**src/rtl/raster_pkg.sv**
```systemverilog
// Shared types for the raster dispatch path: triangle descriptor layout, FIFO entry and
// dispatch FSM encoding.
package raster_pkg;

  localparam int unsigned DATAWIDTH = 12;
  localparam int unsigned IDWIDTH   = 16;

  typedef struct packed {
    logic [1:0][DATAWIDTH-1:0]   bb_tl;
    logic [1:0][DATAWIDTH-1:0]   bb_br;
    logic [2*DATAWIDTH-1:0]      edge_val0;
    logic [2*DATAWIDTH-1:0]      edge_val1;
    logic [2*DATAWIDTH-1:0]      edge_val2;
    logic [1:0][2*DATAWIDTH-1:0] edge_delta0;
    logic [1:0][2*DATAWIDTH-1:0] edge_delta1;
    logic [1:0][2*DATAWIDTH-1:0] edge_delta2;
    logic [DATAWIDTH-1:0]        z;
    logic [1:0][DATAWIDTH-1:0]   z_delta;
    logic [IDWIDTH-1:0]          id;
  } tri_desc_t;

  typedef struct packed {
    tri_desc_t desc;
    logic      last;
  } fifo_entry_t;

  typedef enum logic [1:0] {
    DispIdle  = 2'd0,
    DispIssue = 2'd1,
    DispWait  = 2'd2,
    DispFlush = 2'd3
  } disp_state_e;

  // Bounding box with bottom-right above/left of top-left covers no pixels.
  function automatic logic bb_inverted(input tri_desc_t d);
    return ($signed(d.bb_br[0]) < $signed(d.bb_tl[0])) ||
           ($signed(d.bb_br[1]) < $signed(d.bb_tl[1]));
  endfunction

endpackage

```
**src/rtl/raster_dispatch_fifo.sv**
```systemverilog
// Synchronous descriptor FIFO with wrap-bit pointers and a combinational head read.
module raster_dispatch_fifo
  import raster_pkg::*;
#(
  parameter int unsigned FIFO_DEPTH = 8
) (
  input  logic        clk,
  input  logic        rstn,
  input  logic        push,
  input  fifo_entry_t wr_entry,
  input  logic        pop,
  output fifo_entry_t rd_entry,
  output logic        full,
  output logic        empty
);

  localparam int unsigned AddrW = $clog2(FIFO_DEPTH);
  localparam logic [AddrW:0] PtrOne = 1;

  logic [AddrW:0] wr_ptr_q, wr_ptr_d;
  logic [AddrW:0] rd_ptr_q, rd_ptr_d;
  fifo_entry_t    mem_q [FIFO_DEPTH];

  assign empty = (wr_ptr_q == rd_ptr_q);
  assign full  = (wr_ptr_q[AddrW] != rd_ptr_q[AddrW]) &&
                 (wr_ptr_q[AddrW-1:0] == rd_ptr_q[AddrW-1:0]);

  assign rd_entry = mem_q[rd_ptr_q[AddrW-1:0]];

  always_comb begin
    wr_ptr_d = wr_ptr_q;
    rd_ptr_d = rd_ptr_q;
    if (push && !full) begin
      wr_ptr_d = wr_ptr_q + PtrOne;
    end
    if (pop && !empty) begin
      rd_ptr_d = rd_ptr_q + PtrOne;
    end
  end

  always_ff @(posedge clk or negedge rstn) begin
    if (!rstn) begin
      wr_ptr_q <= '0;
      rd_ptr_q <= '0;
    end else begin
      wr_ptr_q <= wr_ptr_d;
      rd_ptr_q <= rd_ptr_d;
    end
  end

  // Storage needs no reset; only the pointers define validity.
  always_ff @(posedge clk) begin
    if (push && !full) begin
      mem_q[wr_ptr_q[AddrW-1:0]] <= wr_entry;
    end
  end

endmodule

```
**src/rtl/raster_dispatch_ctrl.sv**
```systemverilog
// Buffers setup descriptors and issues them one at a time to the rasterizer backend,
// reporting frame completion. Define RASTER_DISPATCH_CULL_EN to drop empty-bbox triangles.
module raster_dispatch_ctrl
  import raster_pkg::*;
#(
  parameter int unsigned DATAWIDTH  = raster_pkg::DATAWIDTH,
  parameter int unsigned IDWIDTH    = raster_pkg::IDWIDTH,
  parameter int unsigned FIFO_DEPTH = 8,
  parameter int unsigned CNTWIDTH   = 16
) (
  input  logic                clk,
  input  logic                rstn,
  input  logic                frame_start,
  input  tri_desc_t           s_tri,
  input  logic                s_valid,
  input  logic                s_last,
  output logic                s_ready,
  output tri_desc_t           m_tri,
  output logic                m_dv,
  output logic                m_last,
  input  logic                be_ready,
  input  logic                be_done,
  output logic                frame_done,
  output logic                busy,
`ifdef RASTER_DISPATCH_CULL_EN
  output logic [CNTWIDTH-1:0] cull_count,
`endif
  output logic [CNTWIDTH-1:0] tri_count
);

  localparam logic [1:0] StIdle  = DispIdle;
  localparam logic [1:0] StIssue = DispIssue;
  localparam logic [1:0] StWait  = DispWait;
  localparam logic [1:0] StFlush = DispFlush;

  localparam logic [CNTWIDTH-1:0] CntOne = 1;

  // Descriptor layout is fixed by the package; a mismatched build never accepts work.
  localparam bit LayoutOk = (DATAWIDTH == raster_pkg::DATAWIDTH) &&
                            (IDWIDTH == raster_pkg::IDWIDTH) &&
                            (FIFO_DEPTH >= 2) &&
                            ((FIFO_DEPTH & (FIFO_DEPTH - 1)) == 0);

  logic [1:0]          state_q, state_d;
  logic                last_seen_q, last_seen_d;
  logic                last_issued_q, last_issued_d;
  logic [CNTWIDTH-1:0] tri_count_q, tri_count_d;

  fifo_entry_t wr_entry, head;
  logic        fifo_full, fifo_empty, fifo_push;
  logic        accept, issue, intake_open;

  assign intake_open = (state_q == StIssue) || (state_q == StWait);
  assign s_ready     = LayoutOk && intake_open && !fifo_full && !last_seen_q;
  assign accept      = s_valid && s_ready;

  assign m_dv   = (state_q == StIssue) && !fifo_empty;
  assign issue  = m_dv && be_ready;
  assign m_tri  = head.desc;
  assign m_last = m_dv && head.last;

  assign frame_done = (state_q == StFlush);
  assign busy       = (state_q != StIdle);
  assign tri_count  = tri_count_q;

  assign wr_entry = '{desc: s_tri, last: s_last};

`ifdef RASTER_DISPATCH_CULL_EN
  logic                cull;
  logic [CNTWIDTH-1:0] cull_count_q, cull_count_d;

  // Culled descriptors are still handshaked so setup never stalls on them.
  assign cull       = !s_last && bb_inverted(s_tri);
  assign fifo_push  = accept && !cull;
  assign cull_count = cull_count_q;

  always_comb begin
    cull_count_d = cull_count_q;
    if ((state_q == StIdle) && frame_start) begin
      cull_count_d = '0;
    end else if (accept && cull && (cull_count_q != '1)) begin
      cull_count_d = cull_count_q + CntOne;
    end
  end

  always_ff @(posedge clk or negedge rstn) begin
    if (!rstn) begin
      cull_count_q <= '0;
    end else begin
      cull_count_q <= cull_count_d;
    end
  end
`else
  assign fifo_push = accept;
`endif

  raster_dispatch_fifo #(
    .FIFO_DEPTH (FIFO_DEPTH)
  ) u_fifo (
    .clk      (clk),
    .rstn     (rstn),
    .push     (fifo_push),
    .wr_entry (wr_entry),
    .pop      (issue),
    .rd_entry (head),
    .full     (fifo_full),
    .empty    (fifo_empty)
  );

  always_comb begin
    state_d       = state_q;
    last_seen_d   = last_seen_q;
    last_issued_d = last_issued_q;
    tri_count_d   = tri_count_q;

    case (state_q)
      StIdle: begin
        if (frame_start) begin
          state_d       = StIssue;
          tri_count_d   = '0;
          last_seen_d   = 1'b0;
          last_issued_d = 1'b0;
        end
      end
      StIssue: begin
        if (issue) begin
          state_d       = StWait;
          last_issued_d = head.last;
          if (tri_count_q != '1) begin
            tri_count_d = tri_count_q + CntOne;
          end
        end
      end
      StWait: begin
        if (be_done) begin
          state_d = last_issued_q ? StFlush : StIssue;
        end
      end
      StFlush: begin
        state_d = StIdle;
      end
      default: begin
        state_d = StIdle;
      end
    endcase

    if (accept && s_last) begin
      last_seen_d = 1'b1;
    end
  end

  always_ff @(posedge clk or negedge rstn) begin
    if (!rstn) begin
      state_q       <= StIdle;
      last_seen_q   <= 1'b0;
      last_issued_q <= 1'b0;
      tri_count_q   <= '0;
    end else begin
      state_q       <= state_d;
      last_seen_q   <= last_seen_d;
      last_issued_q <= last_issued_d;
      tri_count_q   <= tri_count_d;
    end
  end

endmodule

```
**config.mk**
```make
export PLATFORM = sky130hd
export DESIGN_NAME = raster_dispatch_ctrl
export DESIGN_NICKNAME = d
export VERILOG_FILES = /design/src/rtl/raster_pkg.sv /design/src/rtl/raster_dispatch_fifo.sv /design/src/rtl/raster_dispatch_ctrl.sv
export SDC_FILE = /design/constraint.sdc
export NUM_CORES = 2
export LEC_CHECK = 0
export BUFFER_PORTS_ARGS = -buffer_cell sky130_fd_sc_hd__buf_2
export CAP_MARGIN = 40
export CORE_MARGIN = 2
export CORE_UTILIZATION = 25
export DETAILED_ROUTE_END_ITERATION = 6
export PLACE_DENSITY = 0.49
export SYNTH_ARGS = -nofsm -noshare
export SYNTH_HDL_FRONTEND = slang
export SYNTH_SLANG_ARGS = --single-unit
```
**constraint.sdc**
```tcl
create_clock -name clk -period 38.8 [get_ports clk]
set_input_delay 5.82 -clock clk [delete_from_list [all_inputs] [get_ports clk]]
set_output_delay 5.82 -clock clk [all_outputs]
set_load 0.05 [all_outputs]
```
==> results.json <==
{
  "clk_pin_slew_ns": 0.06,
  "grt_max_degree": 118,
  "yosysWarnings": 0,
  "numCtsBuffers": 294,
  "peakVddDrop_v": 0.0000545,
  "die_w_um": 625,
  "slew_headroom_pct": 31.1,
  "drc_errors": 0,
  "min_path_cells": 1,
  "mostFrequentLayoutCells": "2536 x edfxtp_1, 659 x buf_2, 634 x mux4_2, 317 x mux2_2, 298 x clkbuf_16",
  "fp-row-count": 228,
  "worstPathArrival_ns": 7.12,
  "synth_compound_area_share_pct": 0.314,
  "drv_cap": 0,
  "die_h_um": 625,
  "cts_resized": 0,
  "ant_nets": 0,
  "num-nets-final": 5061,
  "rr_startpoint": "u_fifo.rd_ptr_q[0]",
  "wl_per_cell_um": 23.3,
  "cts.sinks": 2564,
  "ios": 660,
  "drv_slew": 0,
  "nFillCells": 37000,
  "cpMostUsedCell": "buf_4",
  "port_buffers": 659,
  "crit_type": "reg -> out",
  "synth_top_family_by_area": "multiplexers",
  "period_minus_slack_ns": 12.94,
  "finClkSkew_ns": 0.0467,
  "p_leak_nw": 36.7,
  "fin_area_um2": 116000,
  "dp_cells": 9495,
  "max_slew.worst_pin.slew_ns": 1.03,
  "hold_buffers": 0,
  "gr-usage-all-layers_pct": 11.7,
  "async_reset_ff_share_pct": 1.09,
  "vias_per_cell": 4.32,
  "hold_start": "last_seen_q",
  "antenna_found_initial": 109,
  "instances_no_fill": 10100,
  "ys_seq_elements": 2564,
  "max_freq_ghz": 0.0773,
  "coreArea_um2": 385000,
  "path_max_fanout": 109,
  "root_buffer": "clkbuf_16",
  "setup_ws_ns": 25.86,
  "grt_overflow": 0,
  "wl_um": 234000,
  "rsz0062_at_grt": "no",
  "finalSetupViolations": 0,
  "muxShareOfSynthArea_pct": 18.5,
  "ys.flop_type": "edfxtp_1",
  "ys_seq_area_share_pct": 79.6,
  "cts_tree": "yes",
  "preCtsSetupSlack_ns": 26.33,
  "crit_slowest_cell": "dfrtp_4",
  "grt_pass1_wl_um": 336000,
  "syn_nets": 4181,
  "hpwl_um": 134000,
  "synth_xor_area_share_pct": 0.0998,
  "clock_path_buffers": 4,
  "netlist_area_um2": 96500,
  "first_global_vias": 46400,
  "die_area_um2": 391000,
  "post_cts_buffers": 0,
  "path_cells": "buf_4, buf_16, buf_4, buf_12, buf_4, buf_4, buf_4, buf_16, mux4_2, mux2_2, buf_2",
  "synthAdderAreaFrac_pct": 0.0908,
  "num_vias": 43400,
  "start_kind": "register",
  "powerDensity_nw_per_um2": 80.1,
  "holdCritPathClass": "reg -> reg",
  "period_share_pct": 33.4,
  "reg2reg_setup_slack_ns": 32.45,
  "htreeDepth": 5,
  "max_stage_delay_ns": 0.79,
  "initial_core_util_pct": 25.1,
  "routabilityCongestion": 0.731,
  "yosys.area_share.simple_pct": 0.436,
  "synth_cell_types": 51,
  "final_common_cell": "edfxtp_1",
  "drive_gt1_share_pct": 43.2,
  "areaGrowthSynthToFinish_pct": 20.5,
  "whs_ns": 0.492,
  "setup_tns_ns": 0,
  "drt-initial-drc-count": 2952,
  "clock_latency_ns": 0.89,
  "required_ns": 32.98,
  "synth_edf_count": 2536,
  "syn_area_per_cell_um2": 25.1,
  "run_status": "finished clean",
  "place_area_um2": 107000,
  "synth_cells": 3851,
  "ff2ff_path_depth": 10,
  "setup.worst_path.end_class": "output pin",
  "first_pass_iters": 6,
  "crit_path_start": "u_fifo.rd_ptr_q[0]",
  "final_hold_viol_count": 0
}
worst max-delay path: cells and delay by family (launching register included):
family	cells	cell delay, ns
buf+inv	9	4.35
flops	1	0.79
mux	2	0.84
cell usage after synthesis, types with 2 or more instances:
library cell | n | area (um2)
a21boi_0 | 2 | 15.0
a21oi_1 | 9 | 45.0
a2bb2oi_1 | 2 | 17.5
a31oi_1 | 3 | 18.8
and2_1 | 3 | 18.8
and3_2 | 2 | 15.0
buf_1 | 28 | 105
buf_2 | 70 | 350
buf_6 | 5 | 56.3
clkbuf_1 | 79 | 297
dfrtp_1 | 28 | 701
edfxtp_1 | 2536 | 76200
ha_1 | 7 | 87.6
inv_1 | 9 | 33.8
mux2_2 | 317 | 3570
mux2i_1 | 3 | 30.0
mux4_2 | 634 | 14300
nand2_1 | 27 | 101
nand2b_1 | 6 | 37.5
nand3_1 | 4 | 20.0
nand4_1 | 11 | 68.8
nor2_1 | 9 | 33.8
nor2b_1 | 2 | 12.5
nor3_1 | 9 | 45.0
nor4_1 | 2 | 12.5
o21ai_0 | 6 | 30.0
o22a_1 | 5 | 43.8
xnor2_1 | 9 | 78.8
xor2_1 | 2 | 17.5
flip-flops by register name, summed over array words and instances, names as in the netlist:
register / cells
state_q: 2
tri_count: 16
last_seen_q: 1
u_fifo.wr_ptr_q: 4
last_issued_q: 1
u_fifo.rd_ptr_q: 4
u_fifo.mem_q: 2536
routing by layer:
layer	share of wire (%)	track usage, %	up-vias
li1	-	-	18400
met1	41	14.8	23300
met2	50	19.6	1153
met3	5.9	2.69	475
met4	3.1	3.87	50
met5	0.13	0	-
through the flow:
step,power (mW),util (%)
CTS,9.49,30.2
finish,9.31,30.2
detailed placement,6.76,27.7
floorplan,6.05,-
global route,9.70,30.2
global placement,6.71,27.6
power breakdown:
group	internal, mW	switching (mW)	total, mW
Clock	1.58	1.11	2.69
Combinational	1.13	2.11	3.24
Sequential	3.30	0.0755	3.38
cell families (layout without fill, tap and decap cells):
group | after synthesis | count (layout)
flops | 2564 | 2564
compound gates | 41 | 41
buf+inv | 192 | 1302
simple gates | 82 | 82
other cells | 0 | 31
xor+xnor | 11 | 11
mux | 954 | 954
fa+ha+maj | 7 | 7
cell type report:
type	count	area, um2	share of cell area [%]
Antenna cell	31	77.6	0.0667
Clock buffer	355	7670	6.60
Clock inverter	171	1770	1.52
Inverter	9	41.3	0.0355
Multi-Input combinational cell	1095	18800	16.2
Sequential cell	2564	76900	66.1
Tap cell	5060	6330	5.45
Timing Repair Buffer	767	4670	4.02
worst paths after layout:
path	endpoint
min reg2reg	last_seen_q
max in group asynchronous	u_fifo.rd_ptr_q[0]
min in group asynchronous	tri_count[1]
max reg2reg	u_fifo.mem_q[7][227]
min	last_seen_q
max	m_tri[181]
Note: power is estimated with default switching activity, not from simulation.
